[src/rtl/cmp_sched_if.sv]
// Request/response bundle between the requesters and the shared comparator
// scheduler.
//
// Parameters:
//   NREQ   number of requesters
//   WIDTH  operand width in bits
//
// Signals:
//   req_valid    [NREQ]        per-requester request valid
//   req_ready    [NREQ]        per-requester accept (at most one high)
//   req_a        [NREQ*WIDTH]  operand A, requester i at [i*WIDTH +: WIDTH]
//   req_b        [NREQ*WIDTH]  operand B, same packing
//   req_a_signed [NREQ]        operand A is signed
//   req_b_signed [NREQ]        operand B is signed
//   req_op       [NREQ*3]      opcode: 0 LT,1 LE,2 GT,3 GE,4 EQ,5 NE,6/7 reserved
//   rsp_valid                  response valid
//   rsp_ready                  response consumer ready
//   rsp_id       [clog2(NREQ)] requester that issued the request
//   rsp_result                 comparison result
//
// Modports: master = requester/consumer side, slave = scheduler side.
interface cmp_sched_if #(
  parameter int NREQ  = 4,
  parameter int WIDTH = 64
);
  logic [NREQ-1:0]         req_valid;
  logic [NREQ-1:0]         req_ready;
  logic [NREQ*WIDTH-1:0]   req_a;
  logic [NREQ*WIDTH-1:0]   req_b;
  logic [NREQ-1:0]         req_a_signed;
  logic [NREQ-1:0]         req_b_signed;
  logic [NREQ*3-1:0]       req_op;
  logic                    rsp_valid;
  logic                    rsp_ready;
  logic [$clog2(NREQ)-1:0] rsp_id;
  logic                    rsp_result;

  modport master (
    output req_valid, req_a, req_b, req_a_signed, req_b_signed, req_op, rsp_ready,
    input  req_ready, rsp_valid, rsp_id, rsp_result
  );

  modport slave (
    input  req_valid, req_a, req_b, req_a_signed, req_b_signed, req_op, rsp_ready,
    output req_ready, rsp_valid, rsp_id, rsp_result
  );
endinterface

[src/rtl/cmp_sched.sv]
// Round-robin scheduler sharing one slice-serial magnitude/equality comparator
// between NREQ requesters. The winner's operands are captured, compared SLICE
// bits per cycle from the MSB down, and a 1-bit result is returned tagged with
// the requester id.
//
// Parameters: NREQ (2..8), WIDTH, SLICE (WIDTH must be a multiple of SLICE).
//
// Ports:
//   clk  rising-edge clock
//   rst  synchronous active-high reset
//   bus  cmp_sched_if.slave (request handshake per requester, response handshake)
//
// Build option:
//   CMP_SCHED_EARLY_EXIT_EN  defined: leave CMP at the first differing slice.
//                            undefined: always spend NSLICE cycles in CMP.
module cmp_sched #(
  parameter int NREQ  = 4,
  parameter int WIDTH = 64,
  parameter int SLICE = 16
) (
  input logic        clk,
  input logic        rst,
  cmp_sched_if.slave bus
);
  localparam int NSLICE = WIDTH / SLICE;
  localparam int IDW    = $clog2(NREQ);
  localparam int SW     = (NSLICE > 1) ? $clog2(NSLICE) : 1;

  typedef enum logic [1:0] {IDLE, CMP, RESP} state_t;

  state_t           state, state_nxt;
  logic [IDW-1:0]   ptr;
  logic [IDW-1:0]   cand;
  logic [IDW-1:0]   grant_id;
  logic             grant_vld;
  logic             accept;
  logic             sgn;
  logic [WIDTH-1:0] msb_flip;
  logic [WIDTH-1:0] a_q, b_q;
  logic [2:0]       op_q;
  logic [IDW-1:0]   id_q;
  logic [SW-1:0]    idx;
  logic             lt_q, gt_q;
  logic [SLICE-1:0] a_sl, b_sl;
  logic             sl_diff;

  function automatic logic decode(input logic [2:0] op, input logic lt, input logic gt);
    logic eq;
    eq = !lt && !gt;
    case (op)
      3'd0:    decode = lt;
      3'd1:    decode = lt || eq;
      3'd2:    decode = gt;
      3'd3:    decode = gt || eq;
      3'd4:    decode = eq;
      3'd5:    decode = !eq;
      default: decode = 1'b0;
    endcase
  endfunction

  // Walk offsets from the far end so the candidate closest to the pointer wins.
  always_comb begin
    grant_vld = 1'b0;
    grant_id  = '0;
    cand      = '0;
    for (int off = NREQ - 1; off >= 0; off--) begin
      cand = IDW'((int'(ptr) + off) % NREQ);
      if (bus.req_valid[cand]) begin
        grant_vld = 1'b1;
        grant_id  = cand;
      end
    end
  end

  assign accept  = (state == IDLE) && grant_vld && !rst;
  // Offset-binary trick: flipping both sign bits makes a signed compare unsigned.
  assign sgn      = bus.req_a_signed[grant_id] & bus.req_b_signed[grant_id];
  assign msb_flip = {sgn, {(WIDTH-1){1'b0}}};
  assign a_sl     = a_q[idx*SLICE +: SLICE];
  assign b_sl     = b_q[idx*SLICE +: SLICE];
  assign sl_diff  = (a_sl != b_sl);

  always_ff @(posedge clk) begin
    if (rst) begin
      state <= IDLE;
      ptr   <= '0;
    end else begin
      state <= state_nxt;
      if (accept) ptr <= (grant_id == IDW'(NREQ - 1)) ? '0 : grant_id + 1'b1;
    end
  end

  // Operand capture and slice walk; cleared on every accept, so no reset needed.
  always_ff @(posedge clk) begin
    if (accept) begin
      a_q  <= bus.req_a[grant_id*WIDTH +: WIDTH] ^ msb_flip;
      b_q  <= bus.req_b[grant_id*WIDTH +: WIDTH] ^ msb_flip;
      op_q <= bus.req_op[grant_id*3 +: 3];
      id_q <= grant_id;
      idx  <= SW'(NSLICE - 1);
      lt_q <= 1'b0;
      gt_q <= 1'b0;
    end else if (state == CMP) begin
`ifdef CMP_SCHED_EARLY_EXIT_EN
      if (sl_diff) begin
        lt_q <= (a_sl < b_sl);
        gt_q <= (a_sl > b_sl);
      end
`else
      // Keep only the most significant difference.
      if (sl_diff && !lt_q && !gt_q) begin
        lt_q <= (a_sl < b_sl);
        gt_q <= (a_sl > b_sl);
      end
`endif
      if (idx != '0) idx <= idx - 1'b1;
    end
  end

  always_comb begin
    state_nxt      = state;
    bus.req_ready  = '0;
    bus.rsp_valid  = 1'b0;
    bus.rsp_id     = '0;
    bus.rsp_result = 1'b0;
    case (state)
      IDLE: begin
        if (accept) begin
          bus.req_ready[grant_id] = 1'b1;
          state_nxt = CMP;
        end
      end
      CMP: begin
`ifdef CMP_SCHED_EARLY_EXIT_EN
        if (sl_diff || idx == '0) state_nxt = RESP;
`else
        if (idx == '0) state_nxt = RESP;
`endif
      end
      RESP: begin
        bus.rsp_valid  = 1'b1;
        bus.rsp_id     = id_q;
        bus.rsp_result = decode(op_q, lt_q, gt_q);
        if (bus.rsp_ready) state_nxt = IDLE;
      end
      default: state_nxt = IDLE;
    endcase
  end
endmodule

[src/flat_wrapper.sv]
// flat-port wrapper written by rule: the top's interface ports become plain ports
module cmp_sched_flat 
#(
  parameter int NREQ  = 4,
  parameter int WIDTH = 64,
  parameter int SLICE = 16
)
  (clk, rst, bus_req_valid, bus_req_a, bus_req_b, bus_req_a_signed, bus_req_b_signed, bus_req_op, bus_rsp_ready, bus_req_ready, bus_rsp_valid, bus_rsp_id, bus_rsp_result);
  cmp_sched_if #(.NREQ(NREQ), .WIDTH(WIDTH)) bus_i ();
  input logic clk;
  input logic rst;
  input wire logic [$bits(bus_i.req_valid)-1:0] bus_req_valid;
  input wire logic [$bits(bus_i.req_a)-1:0] bus_req_a;
  input wire logic [$bits(bus_i.req_b)-1:0] bus_req_b;
  input wire logic [$bits(bus_i.req_a_signed)-1:0] bus_req_a_signed;
  input wire logic [$bits(bus_i.req_b_signed)-1:0] bus_req_b_signed;
  input wire logic [$bits(bus_i.req_op)-1:0] bus_req_op;
  input wire logic [$bits(bus_i.rsp_ready)-1:0] bus_rsp_ready;
  output wire logic [$bits(bus_i.req_ready)-1:0] bus_req_ready;
  output wire logic [$bits(bus_i.rsp_valid)-1:0] bus_rsp_valid;
  output wire logic [$bits(bus_i.rsp_id)-1:0] bus_rsp_id;
  output wire logic [$bits(bus_i.rsp_result)-1:0] bus_rsp_result;
  assign bus_i.req_valid = bus_req_valid;
  assign bus_i.req_a = bus_req_a;
  assign bus_i.req_b = bus_req_b;
  assign bus_i.req_a_signed = bus_req_a_signed;
  assign bus_i.req_b_signed = bus_req_b_signed;
  assign bus_i.req_op = bus_req_op;
  assign bus_i.rsp_ready = bus_rsp_ready;
  assign bus_req_ready = bus_i.req_ready;
  assign bus_rsp_valid = bus_i.rsp_valid;
  assign bus_rsp_id = bus_i.rsp_id;
  assign bus_rsp_result = bus_i.rsp_result;
  cmp_sched #(.NREQ(NREQ), .WIDTH(WIDTH), .SLICE(SLICE)) u_core (.clk(clk), .rst(rst), .bus(bus_i));
endmodule
[config.mk]
export PLATFORM = sky130hd
export DESIGN_NAME = cmp_sched_flat
export DESIGN_NICKNAME = d
export VERILOG_FILES = /design/src/rtl/cmp_sched_if.sv /design/src/rtl/cmp_sched.sv /design/src/flat_wrapper.sv
export SDC_FILE = /design/constraint.sdc
export NUM_CORES = 1
export LEC_CHECK = 0
export ABC_AREA = 1
export BUFFER_PORTS_ARGS = -buffer_cell sky130_fd_sc_hd__buf_4
export CORE_AREA = 2 2 214 216
export CTS_BUF_LIST = sky130_fd_sc_hd__clkbuf_4
export CTS_CLUSTER_SIZE = 28
export DETAILED_ROUTE_END_ITERATION = 6
export DIE_AREA = 0 0 216 218
export PLACE_DENSITY = 0.55
export RECOVER_POWER = 50
export SYNTH_ARGS = -nofsm -noshare
export SYNTH_HDL_FRONTEND = slang
export SYNTH_SLANG_ARGS = --single-unit
[constraint.sdc]
create_clock -name clk -period 10.6 [get_ports clk]
set_clock_uncertainty 0.2 [all_clocks]
set_input_delay 1.59 -clock clk [delete_from_list [all_inputs] [get_ports clk]]
set_output_delay 1.59 -clock clk [all_outputs]
set_load 0.01 [all_outputs]
Yosys cells after proc, flatten, opt, wreduce, memory -nomap -nowiden

Index checks and enable logic that the tools add are counted.

Add/subtract/negate cells: 5
$mul: 1
Magnitude comparators: 8
Equality and inequality tests: 12
Shifts and indexed selects: 5
Mux-type cells: 33
Bitwise logic cells: 3
Reduce and logical (&&, ||, !) cells: 19

Operator list:

| cell                | count |
|---|---|
| $shiftx 256x9->64   | 2 |
| $shiftx 64x7->16    | 2 |
| $xor 64x64->64      | 2 |
| $mux 2              | 9 |
| $gt 16x16->1        | 1 |
| $lt 16x16->1        | 1 |
| $ne 16x16->1        | 1 |
| $lt 2x3->1 const B  | 5 |
| $mux 1              | 13 |
| $bmux 1 s2          | 6 |
| $shiftx 12x5->3     | 1 |
| $mux 4              | 2 |
| $eq 3x2->1 const B  | 2 |
| $eq 3x3->1 const B  | 2 |
| $logic_and 1x1->1   | 6 |
| $pmux 1 s6          | 1 |
| $pmux 2 s3          | 1 |
| $add 2x1->2 const B | 2 |
| $add 2x2->2 const B | 2 |
| $eq 2x2->1 const B  | 2 |
| $logic_not 1->1     | 4 |
| $logic_not 2->1     | 2 |
| $mul 2x2->4 const B | 1 |
| $ne 2x2->1 const B  | 2 |
| 12 further kinds    | 14 |

Register bits: 141
Input bits: 539
Output and inout bits: 8
Word-level logic and storage cells: 95

Longest topological paths before layout

Gate-level depths: netlist of run 1.

Word-level depth: 13
Gate-level depth with buffers: 17
Depth with buffers taken out: 14

Worst setup path before layout of run 1

Ideal clock, no wire load.

Kind: input-to-output
Start: in bus_req_valid[3]
End: out bus_req_ready[0]
Arrival time: 9.163 ns
Data required time: 8.810 ns
Setup slack: -0.353 ns
Stages: 10
Buffers on the path: 0
Cell sequence: inv_1 nand2_1 nand3_2 nand2_1 inv_2 nand4_1 nand2_1 nor2_1 inv_1 nor2_1

Cells in the longest elaborated chain, start to end: 12
Elaborated cells on any way between the ends: 25
Classes of those cells: order compare (2); mux (20); reduce/logical (3)

Ends and longest elaborated chain:

| item                                                                  | RTL line           | text |
|---|---|---|
| from (decl)                                                           | flat_wrapper.sv:12 | `input wire logic [$bits(bus_i.req_valid)-1:0] bus_req_valid;` |
| $bmux 1 s2                                                            | cmp_sched.sv:68    | `if (bus.req_valid[cand]) begin` |
| $mux 1 (not written as such)                                          | cmp_sched.sv:68    |  |
| $mux 2 (4 in series)                                                  | cmp_sched.sv:68    |  |
| $lt 2x3->1 (not written as such) / $ge 2x1->1 (equally long branches) | cmp_sched.sv:129   | `bus.req_ready[grant_id] = 1'b1;` |
| $logic_and 1x1->1 (not written as such)                               | cmp_sched.sv:129   |  |
| $mux 1 (not written as such)                                          | cmp_sched.sv:129   |  |
| $demux 1 s2                                                           | -                  |  |
| $mux 4 *                                                              | cmp_sched.sv:128   | `if (accept) begin` |
| $mux 4 *                                                              | cmp_sched.sv:126   | `case (state)` |
| to (decl)                                                             | flat_wrapper.sv:19 | `output wire logic [$bits(bus_i.req_ready)-1:0] bus_req_ready;` |

Every way passes the cells marked *; elsewhere a longest branch is shown, timed or not. The select of a mux whose other input is x is not followed.

Worst setup path in the final report of run 1

Start: in bus_req_valid[1]
End: out bus_req_ready[2]

The elaborated chain is that of the path after synthesis.

==> results of run 1 <==
==> logic make-up (layout without fill, tap and decap cells) <==
group                    Yosys count  in the layout  synth area share (%)
AO/OA/AOI/OAI                    493            493                  28.5
AND/OR/NAND/NOR                  468            468                  17.7
buffers and inverters            266            752                  12.0
flip-flops                       141            141                  39.2
adder cells (fa/ha/maj)           21             21                  2.48
XOR/XNOR                           1              1                0.0827
other                              0              1                     0
==> through the flow <==
step                setup slack [ps]  hold slack (ps)  utilization, %
floorplan                       2220              240               -
global placement                5150              258            33.2
detailed placement              5140              259            33.2
CTS                             5130              278            34.0
global route                    3220              298            33.9
finish                          3630              276            33.9
==> sequential cells by signal (all words and copies together), names as in the netlist <==
name          flops
u_core.a_q       64
u_core.b_q       64
u_core.gt_q       1
u_core.id_q       2
u_core.idx        2
u_core.lt_q       1
u_core.op_q       3
u_core.ptr        2
u_core.state      2
==> critical path, cell delays in order <==
cell	delay (ps)
sky130_fd_sc_hd__clkbuf_4	120
sky130_fd_sc_hd__inv_1	40
sky130_fd_sc_hd__nand2_1	70
sky130_fd_sc_hd__nand3_1	200
sky130_fd_sc_hd__nand2_1	70
sky130_fd_sc_hd__inv_1	120
sky130_fd_sc_hd__nand3_1	370
sky130_fd_sc_hd__nand2_8	600
sky130_fd_sc_hd__clkinvlp_2	1130
sky130_fd_sc_hd__ha_1	590
sky130_fd_sc_hd__inv_1	60
sky130_fd_sc_hd__nor2_1	40
sky130_fd_sc_hd__buf_4	150
==> cells in the mapped netlist (3+ instances only) <==
master,count,share of area [%]
sky130_fd_sc_hd__a21oi_1,28,1.3
sky130_fd_sc_hd__a31oi_1,3,0.18
sky130_fd_sc_hd__a32o_1,16,1.5
sky130_fd_sc_hd__buf_1,5,0.18
sky130_fd_sc_hd__buf_2,33,1.6
sky130_fd_sc_hd__buf_4,20,1.4
sky130_fd_sc_hd__buf_6,17,1.8
sky130_fd_sc_hd__clkbuf_1,30,1.1
sky130_fd_sc_hd__dfxtp_1,8,1.5
sky130_fd_sc_hd__edfxtp_1,133,38
sky130_fd_sc_hd__ha_1,21,2.5
sky130_fd_sc_hd__inv_1,155,5.5
sky130_fd_sc_hd__nand2_1,246,8.7
sky130_fd_sc_hd__nand2_2,9,0.53
sky130_fd_sc_hd__nand3_1,21,0.99
sky130_fd_sc_hd__nor2_1,180,6.4
sky130_fd_sc_hd__o211ai_1,110,7.8
sky130_fd_sc_hd__o211ai_2,20,2.4
sky130_fd_sc_hd__o21ai_0,98,4.6
sky130_fd_sc_hd__o21ai_1,199,9.4
sky130_fd_sc_hd__o22ai_1,16,0.95
==> report_power, final <==
part	switching, mW	total [mW]	internal (mW)
clock network	0.221	0.439	0.218
logic	1.75	2.64	0.882
registers	0.134	1.19	1.05
==> final timing paths <==
path / slack (ps) / to / cells after the start / from
worst max register to register: 4170 / u_core.b_q[25]$_DFFE_PN_ / 10 / u_core.ptr[0]$_SDFFE_PP0N_
worst min register to register: 280 / u_core.lt_q$_SDFFE_PN0P_ / 2 / u_core.lt_q$_SDFFE_PN0P_
worst min-delay path: 280 / u_core.lt_q$_SDFFE_PN0P_ / 2 / u_core.lt_q$_SDFFE_PN0P_
worst max-delay path: 3630 / bus_req_ready[2] / 13 / bus_req_valid[1]
==> area by class of cell <==
type / count / area (um^2) / area share (%)
multi-input cells: 983 / 5170 / 34.0
flip-flops and latches: 141 / 4160 / 27.3
clock inverters: 12 / 195 / 1.28
clock buffers: 20 / 150 / 0.988
diodes: 1 / 2.50 / 0.0165
well taps: 600 / 751 / 4.94
inverters: 159 / 601 / 3.95
repair buffers: 561 / 4180 / 27.5
==> metal layers <==
layer | part of all wire [%] | up-vias | track usage (%)
met1 | 45 | 5352 | 25.5
met4 | 0.77 | 0 | 3.24
met2 | 50 | 365 | 32.6
met5 | 0 | - | 0
met3 | 4.6 | 20 | 2.64
li1 | - | 5752 | -
==> metrics.txt, run 1 <==
post-layout power 4.26 mW; RD Place Congestion 0.894; pin slew with the least headroom to its limit 3670 ps; count of flip-flops with a built-in enable after synthesis 133; detailed-routing iteration count for the pre-antenna-repair pass 6; number of cells in the finished layout apart from fillers 2477; category of the critical setup timing path input port to primary output; number of input and output port buffers inserted 546; post-route fraction of the period consumed by the critical path 65.8%; total nets after synthesis 1950; worst min-delay path class flip-flop to flip-flop; Die X 216 um; signal arrival time at the worst endpoint 5180 ps; starting density of the core 23.6%; initial antenna violation count 2; Post-CTS Repair Setup Buffers 0; total global routing track utilization 18.9%; Mapped Cells 1390; wire length per cell after detailed routing 18.7 um; fraction of synthesis flops using an asynchronous set or reset pin 0%; CTS Sinks 141; DP Cell Count 2444; commonest non-fill, non-tap cells in the layout 551 x sky130_fd_sc_hd__buf_4, 246 x sky130_fd_sc_hd__nand2_1, 197 x sky130_fd_sc_hd__o21ai_1, 180 x sky130_fd_sc_hd__nor2_1, 154 x sky130_fd_sc_hd__inv_1; layout cells sized above 1 33.3%; Max FO, Critical Path 106; Leakage 6.75 nW; Max Buffers Root-to-Sink 2; maxcap violations 5; peak supply drop 0.234 mV; Synth Flop Type sky130_fd_sc_hd__edfxtp_1; post-synth design cell area 10600 um^2; aggregate negative setup slack 0 ps; final-report max-slew violation count 313; post-detailed-route via-to-cell ratio 4.64; Iter 0 DRT Violations 649; final antenna-violating net count 0; power per cell area 280 nW/um^2; hold violation count in the final report 0; first-pass GRT wire length 67.8 mm; routed wire length 46.4 mm; kind of launch point of the worst setup path input port; count of distinct cell types in the synthesized netlist 35; PostCTS Resize Cnt 0; result of the run finished, violations left; vertical die dimension 218 um; total overflow reported by the global router 0; H-tree lvl count 4; portion of the post-synthesis area used by sequential elements 39.2%; net count reported at finish 2423; later-pin clock latency in the skew report 570 ps; violations in the final reports max-capacitance violations, max-slew violations; Final Critical Period 6970 ps; placed cell areas 14900 um^2; syn_area_per_cell 7.62 um^2; dpl hpwl 35.7 mm; count of synthesis-stage warnings from yosys 0; hold-fix buffers at CTS 0; unrepaired setup endpoints after global routing false; Area Growth Syn to Fin 43.5%; clk root buf sky130_fd_sc_hd__clkbuf_4; clock edge transition at the registers on the reported setup and hold paths 130 ps; number of rows in the core area 78; Num CTS Buffers 17; CTS tree built; flop and latch count out of synthesis 141; total number of vias 11500; number of global-route vias before repair 11100; drt drc 0; Data required, critical path 8810 ps; post-route cell area 15200 um^2; area enclosed by the die boundary 47100 um^2; filler instances 4848; largest net degree at the start of global routing 118; commonest non-fill, non-tap cell in the layout sky130_fd_sc_hd__buf_4; critical path endpoint category primary output; core box area 44900 um^2; Finish-stage setup viols 0; Highest Clock Rate 0.143 GHz; Max-Slew Margin vs Limit -145%; Top Ports 547
Power figures use the tool's default switching activity.
==> run 2: changes to the inputs <==
==> constraint.sdc (replaced) <==
create_clock -name clk -period 5.74 [get_ports clk]
set_clock_uncertainty 0.2 [all_clocks]
set_input_delay 0.861 -clock clk [delete_from_list [all_inputs] [get_ports clk]]
set_output_delay 0.861 -clock clk [all_outputs]
set_load 0.01 [all_outputs]
==> run 2 against run 1 <==
  * The flow still finishes with violations (max-capacitance violations, max-slew violations)
  * Utilization fell by 0.16 points
  * Sequential cell count did not move
  * Design area fell by 0.48%
  * Combinational power rose by 82%
  * First-iteration DRC count fell by 16%
  * Cell count barely moved
  * Die area did not move
  * Global-route usage fell by 0.15 points
  * Setup slack got worse by 2700 ps
  * Sequential power rose by 85%
  * Clock-buffer cell count fell by 2
  * Critical endpoint unchanged
  * Largest cell class unchanged
==> metrics.txt, run 2 (synthesis results as in run 1) <==
result of the run finished, violations left; violations in the final reports max-capacitance violations, max-slew violations; total global routing track utilization 18.8%; Max FO, Critical Path 67; Highest Clock Rate 0.206 GHz; first-pass GRT wire length 66.8 mm; kind of launch point of the worst setup path flip-flop; critical path's most frequent cell sky130_fd_sc_hd__nand2_1; Finish-stage setup viols 0; Die X 216 um; Leakage 6.71 nW; total overflow reported by the global router 0; total number of vias 11400; later-pin clock latency in the skew report 610 ps; initial antenna violation count 2; Max-Slew Margin vs Limit -21.2%; Max Buffers Root-to-Sink 2; hold-fix buffers at CTS 0; core box area 44900 um^2; startpoint of the lowest-slack register-to-register path u_core.idx[1]$_SDFFE_PN1P_; detailed-routing iteration count for the pre-antenna-repair pass 5; filler instances 4895; final antenna-violating net count 0; Top Ports 547; start point of the worst min-delay path rst; Data required, critical path 4680 ps; drt drc 0; highest-delay cell along the critical path sky130_fd_sc_hd__inv_4; largest registers u_core.a_q x64, u_core.b_q x64, u_core.op_q x3; net count reported at finish 2421; worst min-delay path class input port to flip-flop; hold path endpoint u_core.state[0]$_SDFFE_PP0P_; RD Place Congestion 0.897; slack of the critical path 879 ps; unrepaired setup endpoints after global routing false; Num CTS Buffers 17; Iter 0 DRT Violations 546; Area Growth Syn to Fin 42.8%; CTS Sinks 141; CP top delay family buffers and inverters; hold violation count in the final report 0; number of input and output port buffers inserted 546; final-report max-slew violation count 184; clk root buf sky130_fd_sc_hd__clkbuf_4; peak supply drop 0.435 mV; post-route fraction of the period consumed by the critical path 84.7%; cell-by-cell listing of the critical path clkinvlp_2 -> nand2_1 -> nand3_1 -> nand2_1 -> inv_1 -> nand2_2 -> nand2_1 -> nand2_8 -> inv_4 -> ha_1 -> inv_1 -> nor2_1 -> buf_4; critical path endpoint category primary output; biggest cell delay along the critical path 680 ps; maxcap violations 3; routed wire length 46.0 mm; Post-CTS Repair Setup Buffers 0; register-to-register path setup slack 1210 ps; clock edge transition at the registers on the reported setup and hold paths 110 ps; power per cell area 505 nW/um^2; capture point of the worst reg-to-reg path u_core.gt_q$_SDFFE_PN0P_; signal arrival time at the worst endpoint 3800 ps; Final Critical Period 4860 ps; largest net degree at the start of global routing 192; wire length per cell after detailed routing 18.6 um; commonest non-fill, non-tap cells in the layout 551 x sky130_fd_sc_hd__buf_4, 248 x sky130_fd_sc_hd__nand2_1, 194 x sky130_fd_sc_hd__o21ai_1, 180 x sky130_fd_sc_hd__nor2_1, 155 x sky130_fd_sc_hd__inv_1; number of cells traversed by the worst register-to-register path 12; fin util 33.7%; hold path depth 2; commonest non-fill, non-tap cell in the layout sky130_fd_sc_hd__buf_4; number of global-route vias before repair 11200; PostCTS Resize Cnt 0; vertical die dimension 218 um; Setup Slack @ Placement 1470 ps; Final Hold Slack 243 ps; H-tree lvl count 4; starting density of the core 23.6%; pin slew with the least headroom to its limit 1820 ps; aggregate negative setup slack 0 ps; dpl hpwl 35.2 mm; category of the critical setup timing path flip-flop to primary output; number of rows in the core area 78; layout cells sized above 1 33.3%; CTS tree built; post-detailed-route via-to-cell ratio 4.62; area enclosed by the die boundary 47100 um^2; critical path buffer and inverter count 5
run 2: per-layer routing:
| layer | global-route usage (%) | vias up | share of wire [%] |
|---|---|---|---|
| met5 | 0 | - | 0 |
| met4 | 4.04 | 0 | 1.3 |
| met3 | 3.19 | 30 | 4.8 |
| met2 | 32.3 | 366 | 49 |
| met1 | 24.6 | 5299 | 45 |
| li1 | - | 5749 | - |
run 2: cell type report:
| class | count | area (um^2) | area share (%) |
|---|---|---|---|
| antenna | 1 | 2.50 | 0.0165 |
| clock buffer | 18 | 135 | 0.893 |
| clock inverter | 14 | 128 | 0.844 |
| inverter | 159 | 601 | 3.97 |
| multi-input combinational | 983 | 5170 | 34.2 |
| sequential | 141 | 4160 | 27.5 |
| tap | 600 | 751 | 4.96 |
| timing repair buffer | 559 | 4190 | 27.7 |
run 2: worst register-to-register path: stages (launching register included):
cell,delay (ps)
sky130_fd_sc_hd__dfxtp_1,330
sky130_fd_sc_hd__clkbuf_1,790
sky130_fd_sc_hd__inv_1,1150
sky130_fd_sc_hd__a21oi_1,470
sky130_fd_sc_hd__a32o_1,250
sky130_fd_sc_hd__ha_1,270
sky130_fd_sc_hd__a21oi_1,200
sky130_fd_sc_hd__o21a_1,150
sky130_fd_sc_hd__nor2_1,40
sky130_fd_sc_hd__o21ai_0,250
sky130_fd_sc_hd__nand2_1,80
sky130_fd_sc_hd__a21oi_1,130
sky130_fd_sc_hd__nor2_1,50
run 2: worst max path at each step:
| stage | endpoint | from | slack, ps | cells after the start |
|---|---|---|---|---|
| after floorplan | bus_req_ready[0] | bus_req_valid[3] | 560 | 10 |
| after global placement | bus_req_ready[2] | bus_req_valid[1] | 1510 | 14 |
| after detailed placement | bus_req_ready[2] | bus_req_valid[1] | 1470 | 14 |
| after CTS | bus_req_ready[2] | u_core.ptr[0]$_SDFFE_PP0N_ | 1110 | 12 |
| after global routing | bus_req_ready[0] | u_core.ptr[0]$_SDFFE_PP0N_ | 530 | 13 |
| final | bus_req_ready[2] | u_core.ptr[0]$_SDFFE_PP0N_ | 880 | 13 |
run 2: through the flow:
step	cell area (um^2)	power [mW]	cells
after floorplan	10600	5.68	1390
after global placement	14900	7.04	2442
after detailed placement	14900	7.10	2442
after CTS	15200	7.80	2474
after global routing	15100	8.39	2475
final	15100	7.64	2475
run 2: power breakdown:
part	switching [mW]	total (mW)	internal (mW)
Sequential	0.260	2.20	1.94
Clock	0.391	0.645	0.254
Combinational	3.20	4.80	1.60
==> run 3: changes to the inputs <==
--- a/config.mk
+++ b/config.mk
@@ -5,14 +5,14 @@
 export SDC_FILE = /design/constraint.sdc
 export NUM_CORES = 1
 export LEC_CHECK = 0
-export ABC_AREA = 1
+export ABC_AREA = 0
 export BUFFER_PORTS_ARGS = -buffer_cell sky130_fd_sc_hd__buf_4
-export CORE_AREA = 2 2 214 216
+export CORE_AREA = 2 2 215 217
 export CTS_BUF_LIST = sky130_fd_sc_hd__clkbuf_4
 export CTS_CLUSTER_SIZE = 28
 export DETAILED_ROUTE_END_ITERATION = 6
-export DIE_AREA = 0 0 216 218
-export PLACE_DENSITY = 0.55
+export DIE_AREA = 0 0 217 219
+export PLACE_DENSITY = 0.53
 export RECOVER_POWER = 50
 export SYNTH_ARGS = -nofsm -noshare
 export SYNTH_HDL_FRONTEND = slang
==> constraint.sdc (replaced) <==
create_clock -name clk -period 4.3 [get_ports clk]
set_clock_uncertainty 0.2 [all_clocks]
set_input_delay 0.645 -clock clk [delete_from_list [all_inputs] [get_ports clk]]
set_output_delay 0.645 -clock clk [all_outputs]
set_load 0.01 [all_outputs]
==> run 3 against run 2 <==
  * The run still ends with max-capacitance violations, max-slew violations left
  * Sequential power is 8% lower
  * Synthesized cell count is 16% lower
  * Cell count is 8.1% lower
  * Largest power group unchanged
==> metrics.txt, run 3 <==
commonest non-fill, non-tap cells in the layout 550 x sky130_fd_sc_hd__buf_4, 527 x sky130_fd_sc_hd__nand2_1, 133 x sky130_fd_sc_hd__edfxtp_1, 129 x sky130_fd_sc_hd__and3_1, 129 x sky130_fd_sc_hd__a31oi_1; kind of launch point of the worst setup path flip-flop; post-detailed-route via-to-cell ratio 4.65; CP top delay family buffers and inverters; fraction of synthesis flops using an asynchronous set or reset pin 0%; worst min-delay path class input port to flip-flop; highest-delay cell along the critical path sky130_fd_sc_hd__clkbuf_1; syn_area_per_cell 8.38 um^2; count of distinct cell types in the synthesized netlist 42; cell with the most instances after synthesis sky130_fd_sc_hd__nand2_1; total number of vias 10600; largest net degree at the start of global routing 136; starting density of the core 21.7%; net count reported at finish 2220; final antenna-violating net count 0; detailed-routing iteration count for the pre-antenna-repair pass 5; routed wire length 46.8 mm; signal arrival time at the worst endpoint 3830 ps; drt drc 0; fin util 32.7%; Area Growth Syn to Fin 50.5%; H-tree lvl count 4; clk root buf sky130_fd_sc_hd__clkbuf_4; clock edge transition at the registers on the reported setup and hold paths 150 ps; number of input and output port buffers inserted 546; fraction of synthesized cell area taken by the top area cell type 40.8%; wire length on met3 2.38 mm; count of flip-flops with a built-in enable after synthesis 133; layout cells sized above 1 37.5%; Iter 0 DRT Violations 738; number of global-route vias before repair 10500; filler instances 4812; Mapped Cells 1170; initial antenna violation count 5; hold violation count in the final report 0; total overflow reported by the global router 0; number of rows in the core area 78; Synth Flop Type sky130_fd_sc_hd__edfxtp_1; vertical die dimension 219 um; portion of the post-synthesis area used by sequential elements 42.4%; area enclosed by the die boundary 47500 um^2; Max FO, Critical Path 74; total nets after synthesis 1730; maxcap violations 1; Final Critical Period 3640 ps; RD Place Congestion 0.939; wire length per cell after detailed routing 20.6 um; unrepaired setup endpoints after global routing false; flop and latch count out of synthesis 141; detailed-routed wire length on met2 23.5 mm; Finish-stage setup viols 0; count of synthesis-stage warnings from yosys 0; pin slew with the least headroom to its limit 1580 ps; largest registers u_core.a_q x64, u_core.b_q x64, u_core.op_q x3; power per cell area 376 nW/um^2; Data required, critical path 4490 ps; first-pass GRT wire length 66.5 mm; critical path buffer and inverter count 3; top cells by area, synth sky130_fd_sc_hd__edfxtp_1 41%, sky130_fd_sc_hd__nand2_1 20%, sky130_fd_sc_hd__a31oi_1 8.2%; critical path's most frequent cell sky130_fd_sc_hd__clkbuf_1; critical path endpoint category flip-flop; peak supply drop 0.269 mV; Die X 217 um; biggest cell delay along the critical path 900 ps; Top Ports 547; CTS Sinks 141; result of the run finished, violations left; final-report max-slew violation count 34; PostCTS Resize Cnt 0; Post-CTS Repair Setup Buffers 0; Max-Slew Margin vs Limit -5.10%; dpl hpwl 36.5 mm; Num CTS Buffers 17; met1 wire length 20.0 mm; violations in the final reports max-capacitance violations, max-slew violations; cell-by-cell listing of the critical path a21oi_1 -> o21a_1 -> o22a_1 -> inv_8 -> clkbuf_1 -> clkbuf_1 -> nand2_1 -> and3_1 -> a31oi_1; Highest Clock Rate 0.275 GHz; total global routing track utilization 19.0%; post-route fraction of the period consumed by the critical path 84.6%; post-synth design cell area 9800 um^2; Leakage 6.89 nW; later-pin clock latency in the skew report 560 ps; highest routing layer actually used met5; CTS tree built; area leader, netlist sky130_fd_sc_hd__edfxtp_1; commonest non-fill, non-tap cell in the layout sky130_fd_sc_hd__buf_4; Max Buffers Root-to-Sink 2; category of the critical setup timing path flip-flop to flip-flop; core box area 45100 um^2; top cell types by occurrence after synthesis 527 x sky130_fd_sc_hd__nand2_1, 133 x sky130_fd_sc_hd__edfxtp_1, 129 x sky130_fd_sc_hd__a31oi_1, 129 x sky130_fd_sc_hd__and3_1, 46 x sky130_fd_sc_hd__buf_2; aggregate negative setup slack 0 ps
==> run 3: cell count changes after synthesis, sizes merged, moves of 126 or more <==
cell	delta
nand2	+270
o211ai	-128
o21ai	-296
and3	+129
a31oi	+126
nor2	-175
inv	-136
==> run 3: layout make-up <==
type                       instances  area, um^2  area share [%]
inverter                          24         105           0.713
tap                              600         751            5.09
timing repair buffer             565        4280            29.0
multi-input combinational        911        5090            34.5
clock buffer                      17         128           0.866
sequential                       141        4160            28.2
antenna                            2        5.00          0.0339
clock inverter                    15         234            1.59
==> run 3: logic make-up after synthesis <==
| kind of cell | synth area share, % |
|---|---|
| DFF | 42.4 |
| and+or+nand+nor | 30.3 |
| buffers and inverters | 5.57 |
| AOI/OAI and AO/OA | 10.3 |
| muxes | 8.50 |
| xor gates and xnor gates | 0.268 |
| adders and majority gates | 2.68 |
==> run 3: power breakdown <==
| part | switching [mW] | total (mW) | internal (mW) |
|---|---|---|---|
| combinational | 1.26 | 2.41 | 1.15 |
| clock | 0.582 | 1.11 | 0.529 |
| sequential | 0.210 | 2.02 | 1.81 |
==> run 3: tightest hold or removal path: stages <==
cell,delay [ps]
sky130_fd_sc_hd__buf_4,110
sky130_fd_sc_hd__nand2_1,50
sky130_fd_sc_hd__a31oi_1,70
==> run 3: final timing paths <==
kind | start | end | slack (ps) | depth (start not counted)
min reg2reg | u_core.state[1]$_SDFFE_PP0P_ | u_core.state[0]$_SDFFE_PP0P_ | 290 | 1
min | bus_req_b[159] | u_core.b_q[31]$_DFFE_PN_ | 240 | 3
max | u_core.ptr[1]$_SDFFE_PP0N_ | u_core.a_q[62]$_DFFE_PN_ | 660 | 9
max reg2reg | u_core.ptr[1]$_SDFFE_PP0N_ | u_core.a_q[62]$_DFFE_PN_ | 660 | 9
==> run 3: stage by stage <==
step	total power, mW	setup WS, ps	hold WS [ps]	cell area (um^2)	instances
final	5.54	660	239	14700	2275
after global routing	5.93	343	168	14700	2274
after global placement	4.51	1020	249	14400	2240
after floorplan	3.46	256	235	9800	1170
after CTS	5.67	708	143	14800	2273
after detailed placement	4.51	1050	275	14400	2240
==> run 3: routing by layer <==
metal	vias to the layer above	track usage [%]
met5	-	0
met4	2	5.14
met3	38	2.92
met2	364	32.8
met1	5066	24.6
li1	5102	-
==> run 3: repair_timing <==
action | CTS | global route
endpoints found under the hold margin | 1 | 0
hold buffers | 1 | 0
endpoints found under the setup margin | 0 | 0
